File: config.mk
export PLATFORM = sky130hd
export DESIGN_NAME = uart_tx_arbiter
export DESIGN_NICKNAME = d
export VERILOG_FILES = /design/src/rtl/uart_pkg.sv /design/src/rtl/uart_rr_pick.sv /design/src/rtl/uart_tx_arbiter.sv
export SDC_FILE = /design/constraint.sdc
export NUM_CORES = 1
export LEC_CHECK = 0
export BUFFER_PORTS_ARGS = -buffer_cell sky130_fd_sc_hd__buf_4
export CAP_MARGIN = 40
export CELL_PAD_IN_SITES_DETAIL_PLACEMENT = 1
export CELL_PAD_IN_SITES_GLOBAL_PLACEMENT = 2
export CORE_ASPECT_RATIO = 1.5
export CORE_MARGIN = 2
export CORE_UTILIZATION = 22
export CTS_BUF_LIST = sky130_fd_sc_hd__clkbuf_8
export CTS_CLUSTER_SIZE = 16
export DETAILED_ROUTE_END_ITERATION = 8
export GPL_ROUTABILITY_DRIVEN = 0
export GPL_TIMING_DRIVEN = 0
export PLACE_DENSITY_LB_ADDON = 0.1
export REMOVE_ABC_BUFFERS = 1
export SYNTH_ARGS = -nofsm -noshare
export SYNTH_HDL_FRONTEND = slang
export SYNTH_SLANG_ARGS = --single-unit
export TNS_END_PERCENT = 100
File: constraint.sdc
create_clock -name Pclk -period 1.85 [get_ports Pclk]
set_input_delay 0.37 -clock Pclk [delete_from_list [all_inputs] [get_ports Pclk]]
set_output_delay 0.37 -clock Pclk [all_outputs]
set_load 0.01 [all_outputs]
File: src/rtl/uart_pkg.sv
// Shared UART definitions: arbiter FSM encoding, default sizing and ASCII reply bytes.
package uart_pkg;

  typedef enum logic [1:0] {
    ST_IDLE = 2'd0,
    ST_SEND = 2'd1,
    ST_GAP  = 2'd2
  } arb_state_e;

  localparam int DEF_NUM_REQ      = 4;
  localparam int DEF_LOCK_TIMEOUT = 1023;

  localparam logic [7:0] ASCII_W  = 8'h57;
  localparam logic [7:0] ASCII_S  = 8'h53;
  localparam logic [7:0] ASCII_C  = 8'h43;
  localparam logic [7:0] ASCII_A  = 8'h41;
  localparam logic [7:0] ASCII_EQ = 8'h3D;
  localparam logic [7:0] ASCII_CR = 8'h0D;
  localparam logic [7:0] ASCII_LF = 8'h0A;

endpackage

File: src/rtl/uart_rr_pick.sv
// Combinational rotating-priority picker: first eligible valid requester at or
// above i_rr_ptr wins, otherwise the first one below it (wrap-around).
module uart_rr_pick #(
  parameter int NUM_REQ = 4
) (
  input  logic [NUM_REQ-1:0]         i_req_valid,
  input  logic [$clog2(NUM_REQ)-1:0] i_rr_ptr,
  input  logic [NUM_REQ-1:0]         i_elig,
  output logic [NUM_REQ-1:0]         o_grant,
  output logic [$clog2(NUM_REQ)-1:0] o_idx,
  output logic                       o_any
);

  localparam int IW = $clog2(NUM_REQ);

  logic [NUM_REQ-1:0] w_cand;

  assign w_cand = i_req_valid & i_elig;

  always_comb begin
    o_grant = '0;
    o_idx   = '0;
    o_any   = 1'b0;
    for (int k = 0; k < NUM_REQ; k++) begin
      if (!o_any && w_cand[k] && (k >= int'(i_rr_ptr))) begin
        o_any      = 1'b1;
        o_grant[k] = 1'b1;
        o_idx      = IW'(k);
      end
    end
    for (int k = 0; k < NUM_REQ; k++) begin
      if (!o_any && w_cand[k] && (k < int'(i_rr_ptr))) begin
        o_any      = 1'b1;
        o_grant[k] = 1'b1;
        o_idx      = IW'(k);
      end
    end
  end

endmodule

File: src/rtl/uart_tx_arbiter.sv
// Round-robin arbiter sharing the uart_fifo TX write port among byte producers.
// Optional message locking is built when UART_TX_ARB_LOCK_EN is defined.
module uart_tx_arbiter
  import uart_pkg::*;
#(
  parameter int NUM_REQ      = DEF_NUM_REQ,
  parameter int LOCK_TIMEOUT = DEF_LOCK_TIMEOUT
) (
  input  logic                       Pclk,
  input  logic                       RESET_N,
  input  logic [NUM_REQ-1:0]         req_valid,
  input  logic [8*NUM_REQ-1:0]       req_byte,
  input  logic [NUM_REQ-1:0]         req_last,
  output logic [NUM_REQ-1:0]         req_ready,
  output logic [7:0]                 tx_byte,
  output logic                       transmit,
  input  logic                       tx_fifo_full,
  output logic [$clog2(NUM_REQ)-1:0] grant_id,
  output logic                       busy,
  output logic                       lock_timeout,
  output arb_state_e                 dbg_state
);

  localparam int IW = $clog2(NUM_REQ);

  // Handshake: a byte moves when req_valid[i] & req_ready[i]; req_ready is one-hot,
  // only raised in IDLE with room in the FIFO, and must not feed back into req_valid.

  arb_state_e         r_state;
  logic [7:0]         r_tx_byte;
  logic               r_transmit;
  logic [IW-1:0]      r_grant_id;
  logic [IW-1:0]      r_rr_ptr;

  logic [NUM_REQ-1:0] w_elig;
  logic [NUM_REQ-1:0] w_grant;
  logic [IW-1:0]      w_idx;
  logic               w_any;
  logic               w_can_accept;
  logic               w_xfer;
  logic [7:0]         w_sel_byte;
  logic               w_lock_held;
  logic               w_ptr_upd;
  logic [IW-1:0]      w_ptr_src;
  logic [IW-1:0]      w_ptr_next;

  uart_rr_pick #(.NUM_REQ(NUM_REQ)) u_pick (
    .i_req_valid (req_valid),
    .i_rr_ptr    (r_rr_ptr),
    .i_elig      (w_elig),
    .o_grant     (w_grant),
    .o_idx       (w_idx),
    .o_any       (w_any)
  );

  assign w_can_accept = RESET_N && (r_state == ST_IDLE) && !tx_fifo_full;
  assign w_xfer       = w_can_accept && w_any;
  assign req_ready    = w_can_accept ? w_grant : '0;
  assign w_sel_byte   = req_byte[{w_idx, 3'b000} +: 8];
  assign w_ptr_next   = (w_ptr_src == IW'(NUM_REQ - 1)) ? '0 : w_ptr_src + 1'b1;

`ifdef UART_TX_ARB_LOCK_EN
  localparam int CW = $clog2(LOCK_TIMEOUT + 1);
  localparam logic [NUM_REQ-1:0] ONE_HOT0 = NUM_REQ'(1);

  logic          r_lock_held;
  logic [IW-1:0] r_owner;
  logic [CW-1:0] r_to_cnt;
  logic          w_sel_last;
  logic          w_owner_idle;
  logic          w_timeout;

  assign w_sel_last   = req_last[w_idx];
  assign w_lock_held  = r_lock_held;
  assign w_elig       = r_lock_held ? (ONE_HOT0 << r_owner) : '1;
  assign w_owner_idle = r_lock_held && (r_state == ST_IDLE) && !req_valid[r_owner];
  // A waiting owner that raises valid on the last count still wins, since it is then not idle.
  assign w_timeout    = RESET_N && w_owner_idle && (r_to_cnt == CW'(LOCK_TIMEOUT - 1));
  assign lock_timeout = w_timeout;
  assign w_ptr_upd    = (w_xfer && (!r_lock_held || w_sel_last)) || w_timeout;
  assign w_ptr_src    = w_timeout ? r_owner : w_idx;

  always_ff @(posedge Pclk) begin
    if (!RESET_N) begin
      r_lock_held <= 1'b0;
      r_owner     <= '0;
      r_to_cnt    <= '0;
    end else if (w_xfer) begin
      r_to_cnt    <= '0;
      r_lock_held <= !w_sel_last;
      if (!w_sel_last) r_owner <= w_idx;
    end else if (w_timeout) begin
      r_lock_held <= 1'b0;
      r_to_cnt    <= '0;
    end else if (w_owner_idle) begin
      r_to_cnt <= r_to_cnt + 1'b1;
    end else if (!r_lock_held) begin
      r_to_cnt <= '0;
    end
  end
`else
  logic w_unused_cfg;

  assign w_unused_cfg = (^req_last) ^ (LOCK_TIMEOUT > 0);
  assign w_lock_held  = 1'b0;
  assign w_elig       = '1;
  assign lock_timeout = 1'b0;
  assign w_ptr_upd    = w_xfer;
  assign w_ptr_src    = w_idx;
`endif

  always_ff @(posedge Pclk) begin
    if (!RESET_N) begin
      r_state    <= ST_IDLE;
      r_tx_byte  <= 8'h00;
      r_transmit <= 1'b0;
      r_grant_id <= '0;
      r_rr_ptr   <= '0;
    end else begin
      case (r_state)
        ST_IDLE: begin
          if (w_xfer) begin
            r_state    <= ST_SEND;
            r_tx_byte  <= w_sel_byte;
            r_transmit <= 1'b1;
            r_grant_id <= w_idx;
          end
        end
        ST_SEND: begin
          r_state    <= ST_GAP;
          r_transmit <= 1'b0;
        end
        ST_GAP: r_state <= ST_IDLE;
        default: begin
          r_state    <= ST_IDLE;
          r_transmit <= 1'b0;
        end
      endcase
      if (w_ptr_upd) r_rr_ptr <= w_ptr_next;
    end
  end

  assign tx_byte   = r_tx_byte;
  assign transmit  = r_transmit;
  assign grant_id  = r_grant_id;
  assign busy      = (r_state != ST_IDLE) || w_lock_held;
  assign dbg_state = r_state;

endmodule

; ---- Word level (Yosys, flattened, before mapping)
; Index checks and enable logic that the tools add are counted.
[classes]
addsub = 1
n_lt_le_gt_ge = 6
eq_ne = 4
shift = 1
muxes = 25
bitwise_logic = 1
n_reduce_logical = 26
[ops]
columns = operator, count
row1 = variable part select 32 x 6 -> 8 bit, 1
row2 = logical AND 1 bit, 15
row3 = 2-to-1 mux 1 bit, 15
row4 = 2-to-1 mux 2 bit, 7
row5 = zero test 1 bit, 7
row6 = "== test 2 bit, second input constant", 2
row7 = ">= comparator 1 x 2 -> 1 bit, first input constant", 2
row8 = "less-than comparator 1 x 2 -> 1 bit, first input constant", 2
row9 = 2-to-1 mux 4 bit, 1
row10 = case mux 2 bit (2 select lines), 1
row11 = AND reduction 2 bit, 2
row12 = "adder 2 x 1 -> 2 bit, second input constant", 1
row13 = "== test 2 x 1 -> 1 bit, second input constant", 1
row14 = ">= comparator 2 bit, first input constant", 1
row15 = zero test 2 bit, 1
row16 = "less-than comparator 2 bit, first input constant", 1
row17 = "inequality test 2 bit, second input constant", 1
row18 = case mux 1 bit (2 select lines), 1
row19 = nonzero test 2 bit, 1
row20 = inverter 1 bit, 1
[totals]
register_bits = 15
inputBits = 43
output_inout_bits = 19
elab_cells = 69

; ---- Longest topological paths before layout
; Gate-level depths: netlist of run 1.
[logic_depth]
depth_word = 29
depth_mapped = 9

; ---- By module
; A second synthesis of run 1 with hierarchy kept.
[unflattened]
cells_unflattened = 115
hier_area_um2 = 1009.7
[modules_own_cells]
columns = module, instances, cells_each, area_per_inst_um2, seq_area_each_um2
row1 = uart_tx_arbiter, 1, 82, 790.8, 300.3
row2 = uart_rr_pick, 1, 33, 219.0, 0.0

; ---- Worst setup path before layout of run 1
; OpenSTA, ideal clock, no wires.
[synth_path]
kind = input-to-reg
from = in req_valid[0]
to = reg r_rr_ptr[0]
setup_ns = 0.115
arrival_ns = 1.695
path_slack_ns = 0.040
stages = 9
n_path_buf = 3
path_cell_list = buf_6 > nor2b_1 > a211o_1 > a21oi_2 > buf_6 > buf_12 > ha_1 > o31ai_1 > and2_1
[synth_via]
elab_chain_len = 27
elab_cells_between_ends = 35
cone_classes = add/sub: 1 / eq/ne: 1 / mux: 14 / reduce/logical: 19
[synth_lines]
columns = item, line
row1 = start: declaration, uart_tx_arbiter.sv:11  ; input logic [NUM_REQ-1:0] req_valid,
row2 = logical AND 1 bit, uart_rr_pick.sv:25  ; if (!o_any && w_cand[k] && (k >= int'(i_rr_ptr))) begin
row3 = 2-to-1 mux 1 bit, uart_rr_pick.sv:25
row4 = zero test 1 bit, uart_rr_pick.sv:25
row5 = logical AND 1 bit (2 in a row), uart_rr_pick.sv:25
row6 = 2-to-1 mux 1 bit, uart_rr_pick.sv:25
row7 = zero test 1 bit, uart_rr_pick.sv:25
row8 = logical AND 1 bit (2 in a row), uart_rr_pick.sv:25
row9 = 2-to-1 mux 1 bit, uart_rr_pick.sv:25
row10 = [... 8 more ...], --
row11 = logical AND 1 bit (2 in a row), uart_rr_pick.sv:32  ; if (!o_any && w_cand[k] && (k < int'(i_rr_ptr))) begin
row12 = 2-to-1 mux 1 bit, uart_rr_pick.sv:32
row13 = zero test 1 bit, uart_rr_pick.sv:32
row14 = logical AND 1 bit (2 in a row), uart_rr_pick.sv:32
row15 = 2-to-1 mux 2 bit (*), uart_rr_pick.sv:32
row16 = net u_pick.o_idx[0], uart_rr_pick.sv:10  ; output logic [$clog2(NUM_REQ)-1:0] o_idx,
row17 = adder 2 x 1 -> 2 bit / == test 2 bit (equally long branches), uart_tx_arbiter.sv:60  ; assign w_ptr_next = (w_ptr_src == IW'(NUM_REQ - 1)) ? '0 : w_ptr_src + 1'b1;
row18 = 2-to-1 mux 2 bit (*), uart_tx_arbiter.sv:60
row19 = end signal: assignment, uart_tx_arbiter.sv:139  ; if (w_ptr_upd) r_rr_ptr <= w_ptr_next;
row20 = end: declaration, uart_tx_arbiter.sv:33  ; logic [IW-1:0] r_rr_ptr;
; Mark *: on every way through the listed nets, which the timed path passes. The rest lies on a longest branch.
; A chain may end at the register's enable or synchronous reset.

; ---- Worst setup path after layout of run 1
[layout_path]
from = reg r_rr_ptr[0]
to = out req_ready[2]
[layout_via]
elab_chain_len = 27
elab_cells_between_ends = 33
cone_classes = order compare: 6 / mux: 9 / reduce/logical: 18
[layout_lines]
columns = item, line
row1 = >= comparator 1 x 2 -> 1 bit, uart_rr_pick.sv:25
row2 = logical AND 1 bit, uart_rr_pick.sv:25
row3 = 2-to-1 mux 1 bit, uart_rr_pick.sv:25
row4 = zero test 1 bit, uart_rr_pick.sv:25
row5 = logical AND 1 bit (2 in a row), uart_rr_pick.sv:25
row6 = 2-to-1 mux 1 bit, uart_rr_pick.sv:25
row7 = zero test 1 bit, uart_rr_pick.sv:25
row8 = logical AND 1 bit (2 in a row), uart_rr_pick.sv:25
row9 = [... 7 more ...], --
row10 = 2-to-1 mux 1 bit, uart_rr_pick.sv:32
row11 = zero test 1 bit, uart_rr_pick.sv:32
row12 = logical AND 1 bit (2 in a row), uart_rr_pick.sv:32
row13 = 2-to-1 mux 1 bit, uart_rr_pick.sv:32
row14 = zero test 1 bit, uart_rr_pick.sv:32
row15 = logical AND 1 bit (2 in a row), uart_rr_pick.sv:32
row16 = 2-to-1 mux 1 bit (*), uart_rr_pick.sv:32
row17 = 2-to-1 mux 4 bit (*), uart_tx_arbiter.sv:58  ; assign req_ready = w_can_accept ? w_grant : '0;
row18 = end: declaration, uart_tx_arbiter.sv:14  ; output logic [NUM_REQ-1:0] req_ready,
; Every way passes the cells marked *; elsewhere a longest branch is shown, timed or not.

==> summary.md, run 1 <==
| Metric | Value |
|---|---|
| FF+latch area | `303 um2` |
| Area leader, netlist | `dfxtp_1` |
| Num rows | `30` |
| Ys Warns | `0` |
| P_sw | `0.298 mW` |
| CP Launch Point | `r_rr_ptr[0]` |
| Largest stage delay, worst path | `0.36 ns` |
| Area occupied by multi-input gates | `657 um2` |
| Largest net degree at the start of global routing | `16` |
| Antenna Cells | `0` |
| Clock Power Share | `28.3%` |
| Num CTS Buffers | `3` |
| Vias/cell | `5.08` |
| Critical Path RT | `1.48 ns` |
| Layout cells sized above 1 | `51.6%` |
| Post-synth EDFFs | `0` |
| Placed Instance Area | `1460 um2` |
| Vias | `1,061` |
| # IOs | `62` |
| Vias in the first global route | `1,092` |
| Max Cap Viol | `0` |
| Worst vdd ir | `0.406 mV` |
| End of the critical path | `req_ready[2]` |
| Total power | `0.980 mW` |
| Worst skew pair latency | `0.25 ns` |
| Combinational power share | `33.5%` |
| Die area | `5180 um2` |
| Antenna Nets Post-Route | `0` |
| Syn_area_per_cell | `9.65 um2` |
| Part of the cycle the worst path needs | `95.5%` |
| Reg2Reg Depth | `6` |
| Reg power frac | `38.3%` |
| Post-synthesis async set-or-reset flop share | `0%` |
| P per Cell Area | `634 nW/um2` |
| Synthesis-stage register bit count | `15` |
| Post-route cell area | `1550 um2` |
| Final setup viols | `0` |
| Startpoint types | `flip-flop` |
| Reg-to-reg endpoint | `tx_byte[1]` |
| Fin Hold WS | `0.411 ns` |
| Core area | `4470 um2` |
| Min Clock Period, post-route | `1.77 ns` |
| Buffers on Ports | `56` |
| Max Clock Skew | `0.00374 ns` |
| Switch share | `30.4%` |
| Yosys cell types | `38` |
| Util after Layout | `34.6%` |
| Yosys top cell area share | `29.6%` |
| Reg clk slew, reported paths | `0.07 ns` |
| Remaining Overflow, GRT | `0` |
| Leakage | `0.688 nW` |
| Initial antenna violation count | `0` |
| Clk root buf | `clkbuf_8` |
| First-pass GRT wire length | `5170 um` |
| Status | `complete, no violations` |
| Top_reg_cell synth | `dfxtp_1` |
| Filler instances | `522` |
| Routed WL per cell | `15.0 um` |
| Die Y | `87.1 um` |
| R2R Setup Slk | `0.16 ns` |
| DR DRC count | `0` |
| Die W | `59.4 um` |
| Nature of the critical path endpoint | `output port` |
| Initial DRC Count | `4` |
| Fmax achieved | `566 MHz` |
| HPWL Detailed | `2480 um` |
| Top cells by area, synth | `dfxtp_1 30%, mux2i_1 16%, o221ai_2 10%` |
| Register area share after synthesis | `29.6%` |
| Pins over their slew limit | `0` |
| Critical-path maximum fanout | `8` |
| Unrepaired setup endpoints after global routing | `false` |
| Relative slew slack | `65.4%` |
| Final hold viol count | `0` |
| Area Overhead vs Synth | `52.6%` |
| Actual slew at the worst max-slew pin | `0.517 ns` |
| Crit Path Class | `reg -> out` |
| Hold crit path type | `in -> reg` |
| Setup TNS | `0 ns` |
| Mapped Area | `1010 um2` |
| Worst-path cell chain | `nor2b_1, o22a_1, o22ai_1, and3_1, buf_4` |
| Final wirelength | `3150 um` |
| Critical path arrival | `1.40 ns` |
| Slowest cell on the critical path | `dfxtp_2` |
| # nets final | `206` |
| Clock Path Buffers | `2` |
| Starting Density | `22.7%` |
| DRT Pass-1 Iters | `2` |
| Mapped Cells | `105` |
| CTS tree | `built` |
| P_int | `0.682 mW` |
| H-tree level count | `1` |
| RR Startpoint | `dbg_state[0]` |
| # clock sinks | `15` |
| GRT Util Overall | `12.9%` |
## repair_timing
item | 4_1_cts | 5_1_grt
buffers inserted | 2 | 1
gates resized for setup | 3 | 3
pin swaps | 1 | 1
hold buffers | 0 | 0
endpoints found under the hold margin | 0 | 0
gates cloned | 0 | 0
setup endpoints to repair | 11 | 15
## cell usage after synthesis, drive strengths merged (2+ instances only)
cell type,number
a21boi,4
a21oi,5
and3,2
buf,8
dfxtp,15
inv,3
mux2i,16
nand2,7
nand2b,4
nand3,9
nor2,4
o221ai,8
o22ai,3
## cells by family (layout without fill, tap and decap cells)
| family | after synthesis | count (layout) | share of synthesized area (%) |
|---|---|---|---|
| multiplexers | 16 | 16 | 15.8 |
| buffers and inverters | 12 | 68 | 8.64 |
| AO/OA/AOI/OAI | 28 | 28 | 26.1 |
| AND/OR/NAND/NOR | 32 | 32 | 18.3 |
| other | 1 | 1 | 0.370 |
| adder cells (fa/ha/maj) | 1 | 1 | 1.23 |
| flip-flops | 15 | 15 | 29.6 |
## registers in the layout, indices dropped and copies added (netlist names)
signal,count
grant_id,2
tx_byte,8
transmit,1
r_rr_ptr,2
dbg_state,2
## area by class of cell
type,instances,share of cell area [%]
flip-flops and latches,15,19.6
repair buffers,61,30.3
clock buffers,3,2.67
clock inverters,1,0.324
multi-input cells,78,42.5
inverters,3,0.728
well taps,48,3.88
## placed cells by master, fill, tap and decap left out, types with 2 or more instances in the layout
master,instances
a21boi_0,3
nand2b_1,3
o221ai_2,7
nor2_1,4
dfxtp_2,2
buf_4,59
a21oi_1,4
dfxtp_1,13
clkbuf_8,3
and3_1,2
mux2i_1,16
inv_2,2
nand3_1,9
nand2_1,6
o22ai_1,3
## power groups by stage
stage                     Clock [mW]  Combinational, mW  Sequential [mW]
after global routing           0.299              0.360            0.379
after global placement             0              0.300            0.379
after CTS                      0.279              0.332            0.375
after detailed placement           0              0.319            0.381
final                          0.277              0.328            0.375
after floorplan                    0              0.142            0.389
## layer usage
metal | vias up | global-route usage [%] | wire, um
met5 | - | 0 | 0
met4 | 0 | 3.72 | 20
met3 | 2 | 1.78 | 159
met2 | 35 | 25.0 | 1790
met1 | 518 | 13.9 | 1170
li1 | 506 | - | -
## critical path: cells and delay by family (launching register included)
kind / cells / cell delay [ns]
and+or+nand+nor: 2 / 0.40
DFF: 1 / 0.36
AOI/OAI and AO/OA: 2 / 0.25
buffers and inverters: 1 / 0.14
## stage by stage
step	instances	setup slack, ns
after floorplan	96	-0.324
after global placement	200	-1.02
after detailed placement	202	-0.371
after CTS	208	0.0343
after global routing	209	0.0105
final	209	0.0840
## worst min-delay path by stage
stage / slack [ns] / start / depth (start not counted) / endpoint
after global routing: 0.43 / req_byte[16] / 3 / tx_byte[0]
final: 0.41 / req_byte[16] / 3 / tx_byte[0]
after CTS: 0.42 / req_byte[16] / 3 / tx_byte[0]
after floorplan: 0.48 / grant_id[0] / 2 / grant_id[0]
after detailed placement: 0.46 / grant_id[1] / 2 / grant_id[1]
after global placement: 0.45 / grant_id[0] / 2 / grant_id[0]
Note: power is estimated with default switching activity, not from simulation.
==> run 2, diff against run 1 <==
Settings changed: BUFFER_PORTS_ARGS -buffer_cell sky130_fd_sc_hd__buf_4 to unset, CORE_UTILIZATION 22 to 32, DONT_BUFFER_PORTS set to 1.
==> summary.md, run 2 (same netlist as run 1, synthesis figures left out) <==
| Metric | Value |
|---|---|
| Status | `complete, no violations (unchanged)` |
| Setup TNS | `0 ns (unchanged)` |
| Die W | `50.0 um (was 59.4 um)` |
| Num rows | `25 (was 30)` |
| Area occupied by multi-input gates | `662 um2 (was 657 um2)` |
| Area Overhead vs Synth | `11.9% (was 52.6%)` |
| Remaining Overflow, GRT | `0 (unchanged)` |
| Hold crit path type | `in -> reg (unchanged)` |
| Clock Path Buffers | `2 (unchanged)` |
| # IOs | `62 (unchanged)` |
| Vias in the first global route | `874 (was 1,092)` |
| Buffers on Ports | `0 (was 56)` |
| Layout cells sized above 1 | `26.2% (was 51.6%)` |
| Initial antenna violation count | `0 (unchanged)` |
| Worst skew pair latency | `0.24 ns (was 0.25 ns)` |
| Vias/cell | `5.69 (was 5.08)` |
| FF+latch area | `303 um2 (unchanged)` |
| Worst vdd ir | `0.331 mV (was 0.406 mV)` |
| Max Cap Viol | `0 (unchanged)` |
| Post-route cell area | `1130 um2 (was 1550 um2)` |
| Routed WL per cell | `17.1 um (was 15.0 um)` |
| Starting Density | `32.7% (was 22.7%)` |
| CTS tree | `built (unchanged)` |
| Largest net degree at the start of global routing | `16 (unchanged)` |
| Clk root buf | `clkbuf_8 (unchanged)` |
| Final wirelength | `2510 um (was 3150 um)` |
| Leakage | `0.430 nW (was 0.688 nW)` |
| Final hold viol count | `0 (unchanged)` |
| Pins over their slew limit | `0 (unchanged)` |
| Hold buffers post-CTS | `0 (unchanged)` |
| # nets final | `152 (was 206)` |
| Commonest non-fill, non-tap cell in the layout | `mux2i_1 (was buf_4)` |
| H-tree level count | `1 (unchanged)` |
| Antenna Nets Post-Route | `0 (unchanged)` |
| GRT Util Overall | `15.1% (was 12.9%)` |
| Hold Crit Depth | `1 (was 3)` |
| Die Y | `72.9 um (was 87.1 um)` |
| Max Clock Skew | `0.00162 ns (was 0.00374 ns)` |
| Util after Layout | `36.6% (was 34.6%)` |
| Initial DRC Count | `4 (unchanged)` |
| Reg2Reg Depth | `6 (unchanged)` |
| Core area | `3100 um2 (was 4470 um2)` |
| Num CTS Buffers | `3 (unchanged)` |
| Min Clock Period, post-route | `1.79 ns (was 1.77 ns)` |
| Critical path arrival | `1.42 ns (was 1.40 ns)` |
| Placed Instance Area | `1020 um2 (was 1460 um2)` |
| Nature of the critical path endpoint | `output port (unchanged)` |
| Reg clk slew, reported paths | `0.06 ns (was 0.07 ns)` |
| Critical-path maximum fanout | `5 (was 8)` |
| Commonest cells after routing, fill and taps aside | `16 x mux2i_1, 13 x dfxtp_1, 9 x nand3_1 (was 59 x buf_4, 16 x mux2i_1, 13 x dfxtp_1)` |
| Crit Path Class | `reg -> out (unchanged)` |
| Filler instances | `343 (was 522)` |
| Part of the cycle the worst path needs | `96.6% (was 95.5%)` |
| Final setup viols | `0 (unchanged)` |
| Vias | `836 (was 1,061)` |
| HPWL Detailed | `1940 um (was 2480 um)` |
| Die area | `3640 um2 (was 5180 um2)` |
| Critical Path RT | `1.48 ns (about the same)` |
| First-pass GRT wire length | `4240 um (was 5170 um)` |
| Fmax achieved | `560 MHz (was 566 MHz)` |
| P per Cell Area | `742 nW/um2 (was 634 nW/um2)` |
| Startpoint types | `flip-flop (unchanged)` |
| DR DRC count | `0 (unchanged)` |
| Total power | `0.841 mW (was 0.980 mW)` |
| Max reg flops | `8 (unchanged)` |
| DRT Pass-1 Iters | `4 (was 2)` |
| Antenna Cells | `0 (unchanged)` |
| # clock sinks | `15 (unchanged)` |
## run 2: critical path, cell delays in order, from the launching register on
cell,delay (ns)
dfxtp_1,0.38
nor4b_4,0.32
buf_4,0.19
o211ai_1,0.09
nor2_1,0.20
## run 2: routing by layer
metal	global-route usage (%)	share of wire [%]	up-vias	routed length, um
met5	0	0	-	0
met3	3.07	6.4	2	161
li1	-	-	399	-
met2	26.7	54	34	1350
met4	7.41	0.92	0	23
met1	17.2	39	401	971
## run 2: worst paths after layout
kind	slack, ns	to	startpoint
setup / recovery	0.06	req_ready[3]	dbg_state[0]
hold / removal	0.25	r_rr_ptr[0]	RESET_N
setup reg to reg	0.20	tx_byte[3]	r_rr_ptr[0]
hold reg to reg	0.51	grant_id[0]	grant_id[0]
## run 2: metrics by stage
stage / std cells / hold WS (ns) / worst slack, ns
after floorplan: 96 / 0.479 / -0.324
after CTS: 145 / 0.242 / 0.00420
after global routing: 147 / 0.240 / -0.00377
after global placement: 136 / 0.496 / -0.844
final: 147 / 0.247 / 0.0637
after detailed placement: 138 / 0.498 / -0.235
## run 2: area by class of cell
type / instances / share of cell area [%]
Clock buffer: 3 / 3.64
Tap cell: 40 / 4.42
Inverter: 3 / 1.21
Sequential cell: 15 / 26.7
Timing Repair Buffer: 7 / 5.30
Clock inverter: 1 / 0.331
Multi-Input combinational cell: 78 / 58.4
## run 2: what timing repair did
item	4_1_cts	5_1_grt
endpoints found under the setup margin	10	14
cloned	0	0
buffers inserted	3	2
resized for setup	4	4
pin swaps	2	1
## run 2: power by group
group	internal, mW	switching, mW	total (mW)	leakage (nW)
registers	0.352	0.0374	0.390	0.124
clock network	0.147	0.110	0.257	0.0269
logic	0.0992	0.0949	0.194	0.279
==> run 3, diff against run 2 <==
==> constraint.sdc (replaced) <==
create_clock -name Pclk -period 1.85 [get_ports Pclk]
set_input_delay 0.0925 -clock Pclk [delete_from_list [all_inputs] [get_ports Pclk]]
set_output_delay 0.0925 -clock Pclk [all_outputs]
set_load 0.01 [all_outputs]
==> summary.md, run 3 (same netlist as run 1, synthesis figures left out) <==
| Metric | Value |
|---|---|
| # clock sinks | `15 (unchanged)` |
| Area Overhead vs Synth | `11.0% (was 11.9%)` |
| Die Y | `72.9 um (unchanged)` |
| Max Clock Skew | `0.00315 ns (was 0.00162 ns)` |
| Die W | `50.0 um (unchanged)` |
| GRT Util Overall | `15.3% (was 15.1%)` |
| Buffers on Ports | `0 (unchanged)` |
| Unrepaired setup endpoints after global routing | `false` |
| Core area | `3100 um2 (unchanged)` |
| Starting Density | `32.7% (unchanged)` |
| Clock Path Buffers | `2 (unchanged)` |
| Hold crit path type | `in -> reg (unchanged)` |
| Vias | `837 (was 836)` |
| # nets final | `151 (was 152)` |
| Layout cells sized above 1 | `23.6% (was 26.2%)` |
| Final hold viol count | `0 (unchanged)` |
| Hold Crit Depth | `2 (was 1)` |
| Final setup viols | `0 (unchanged)` |
| Part of the cycle the worst path needs | `90.0% (was 96.6%)` |
| Vias/cell | `5.73 (was 5.69)` |
| Critical path arrival | `1.79 ns (was 1.42 ns)` |
| Kind of cell adding the most delay to the critical path | `compound AO/OA/AOI/OAI gates (was simple AND/OR/NAND/NOR gates)` |
| CTS tree | `built (unchanged)` |
| Initial DRC Count | `1 (was 4)` |
| Reg-to-reg endpoint | `tx_byte[3] (unchanged)` |
| Worst-path cell chain | `nor2b_1, a211o_1, a21oi_4, buf_6, mux2i_1, o221ai_2 (was nor4b_4, buf_4, o211ai_1, nor2_1)` |
| DRT Pass-1 Iters | `4 (unchanged)` |
| Final wirelength | `2560 um (was 2510 um)` |
| Pins over their slew limit | `0 (unchanged)` |
| Slowest cell on the critical path | `dfxtp_2 (was dfxtp_1)` |
| HPWL Detailed | `1940 um (unchanged)` |
| Largest stage delay, worst path | `0.39 ns (was 0.38 ns)` |
| Status | `complete, no violations (unchanged)` |
| Initial antenna violation count | `0 (unchanged)` |
| H-tree level count | `1 (unchanged)` |
| Fmax achieved | `600 MHz (was 560 MHz)` |
| Antenna Nets Post-Route | `0 (unchanged)` |
| DR DRC count | `0 (unchanged)` |
| Critical-path maximum fanout | `13 (was 5)` |
| Vias in the first global route | `888 (was 874)` |
| Commonest non-fill, non-tap cell in the layout | `mux2i_1 (unchanged)` |
| Dpl cells | `138 (unchanged)` |
| Worst skew pair latency | `0.25 ns (was 0.24 ns)` |
| Num CTS Buffers | `3 (unchanged)` |
| Post-route insts no fill | `146 (was 147)` |
| Util after Layout | `36.3% (was 36.6%)` |
| Critical Path RT | `1.98 ns (was 1.48 ns)` |
| Routed WL per cell | `17.6 um (was 17.1 um)` |
| Largest net degree at the start of global routing | `14 (was 16)` |
| Nature of the critical path endpoint | `flip-flop (was output port)` |
| Filler instances | `347 (was 343)` |
| P per Cell Area | `751 nW/um2 (was 742 nW/um2)` |
| Die area | `3640 um2 (unchanged)` |
| Num rows | `25 (unchanged)` |
| Antenna Cells | `0 (unchanged)` |
| Max reg flops | `8 (unchanged)` |
| Crit Path Class | `reg -> reg (was reg -> out)` |
| Min Clock Period, post-route | `1.67 ns (was 1.79 ns)` |
| Worst vdd ir | `0.335 mV (was 0.331 mV)` |
| Worst Min Path Start | `RESET_N (unchanged)` |
| RR Startpoint | `r_rr_ptr[0] (unchanged)` |
| Remaining Overflow, GRT | `0 (unchanged)` |
| Startpoint types | `flip-flop (unchanged)` |
| Reg2Reg Depth | `6 (unchanged)` |
| # IOs | `62 (unchanged)` |
| Leakage | `0.425 nW (was 0.430 nW)` |
| Reg clk slew, reported paths | `0.06 ns (about the same)` |
| Hold EP | `tx_byte[7] (was r_rr_ptr[0])` |
| Commonest cells after routing, fill and taps aside | `16 x mux2i_1, 14 x dfxtp_1, 9 x nand3_1 (was 16 x mux2i_1, 13 x dfxtp_1, 9 x nand3_1)` |
| Max Cap Viol | `0 (unchanged)` |
| First-pass GRT wire length | `4290 um (was 4240 um)` |
| Crit path buf inv count | `1 (unchanged)` |
| Clk root buf | `clkbuf_8 (unchanged)` |
| R2R Setup Slk | `0.18 ns (was 0.20 ns)` |
run 3: changes by cell type in the layout (fill, tap and decap cells not counted), sizes merged:
| cell | previous run | this run |
|---|---|---|
| dlygate4sd3 | 0 | 1 |
| buf | 7 | 5 |
run 3: metrics by stage:
stage / setup WS [ns] / instance area, um2 / power (mW) / setup TNS (ns) / hold slack, ns
2_1_floorplan: -0.299 / 937 / 0.531 / -2.15 / 0.214
6_report: 0.185 / 1120 / 0.844 / 0 / 0.00527
3_3_place_gp: -0.667 / 987 / 0.560 / -6.25 / 0.218
4_1_cts: 0.0421 / 1110 / 0.850 / 0 / 0.00251
5_1_grt: 0.0159 / 1120 / 0.898 / 0 / 0.00672
3_5_place_dp: -0.235 / 1020 / 0.572 / -1.83 / 0.220
run 3: per-layer routing:
layer	part of all wire [%]	global-route usage (%)	up-vias	wire length, um
met5	0	0	-	0
met4	1.2	7.41	0	31
met3	6.2	3.07	4	158
met2	53	27.1	36	1360
met1	40	17.3	403	1010
li1	-	-	394	-
run 3: worst max path at each step:
| stage | startpoint | endpoint | slack (ns) | cells past startpoint |
|---|---|---|---|---|
| floorplan | r_rr_ptr[0] | r_rr_ptr[0] | -0.30 | 6 |
| global placement | r_rr_ptr[0] | r_rr_ptr[0] | -0.67 | 6 |
| detailed placement | r_rr_ptr[0] | tx_byte[3] | -0.24 | 6 |
| CTS | r_rr_ptr[1] | tx_byte[1] | 0.04 | 4 |
| global route | r_rr_ptr[1] | tx_byte[7] | 0.02 | 5 |
| finish | r_rr_ptr[0] | tx_byte[3] | 0.18 | 6 |
run 3: final cells by class:
| class | instances | area, um2 | share of cell area, % |
|---|---|---|---|
| clock buffer | 3 | 41.3 | 3.67 |
| inverter | 3 | 11.3 | 1.00 |
| sequential | 15 | 302 | 26.8 |
| multi-input combinational | 78 | 662 | 58.8 |
| timing repair buffer | 6 | 55.1 | 4.89 |
| tap | 40 | 50.0 | 4.45 |
| clock inverter | 1 | 3.75 | 0.334 |
run 3: report_power, final:
part | leakage (nW) | internal, mW | switching [mW] | total [mW]
Combinational | 0.274 | 0.0974 | 0.0965 | 0.194
Clock | 0.0269 | 0.147 | 0.114 | 0.260
Sequential | 0.123 | 0.352 | 0.0378 | 0.390
run 3: repair_timing:
item / 4_1_cts / 5_1_grt
gates resized for setup: 2 / 4
endpoints found under the setup margin: 10 / 8
hold buffers: 1 / 0
pin swaps: 2 / 0
buffers inserted: 3 / 0
hold endpoints to repair: 5 / 0
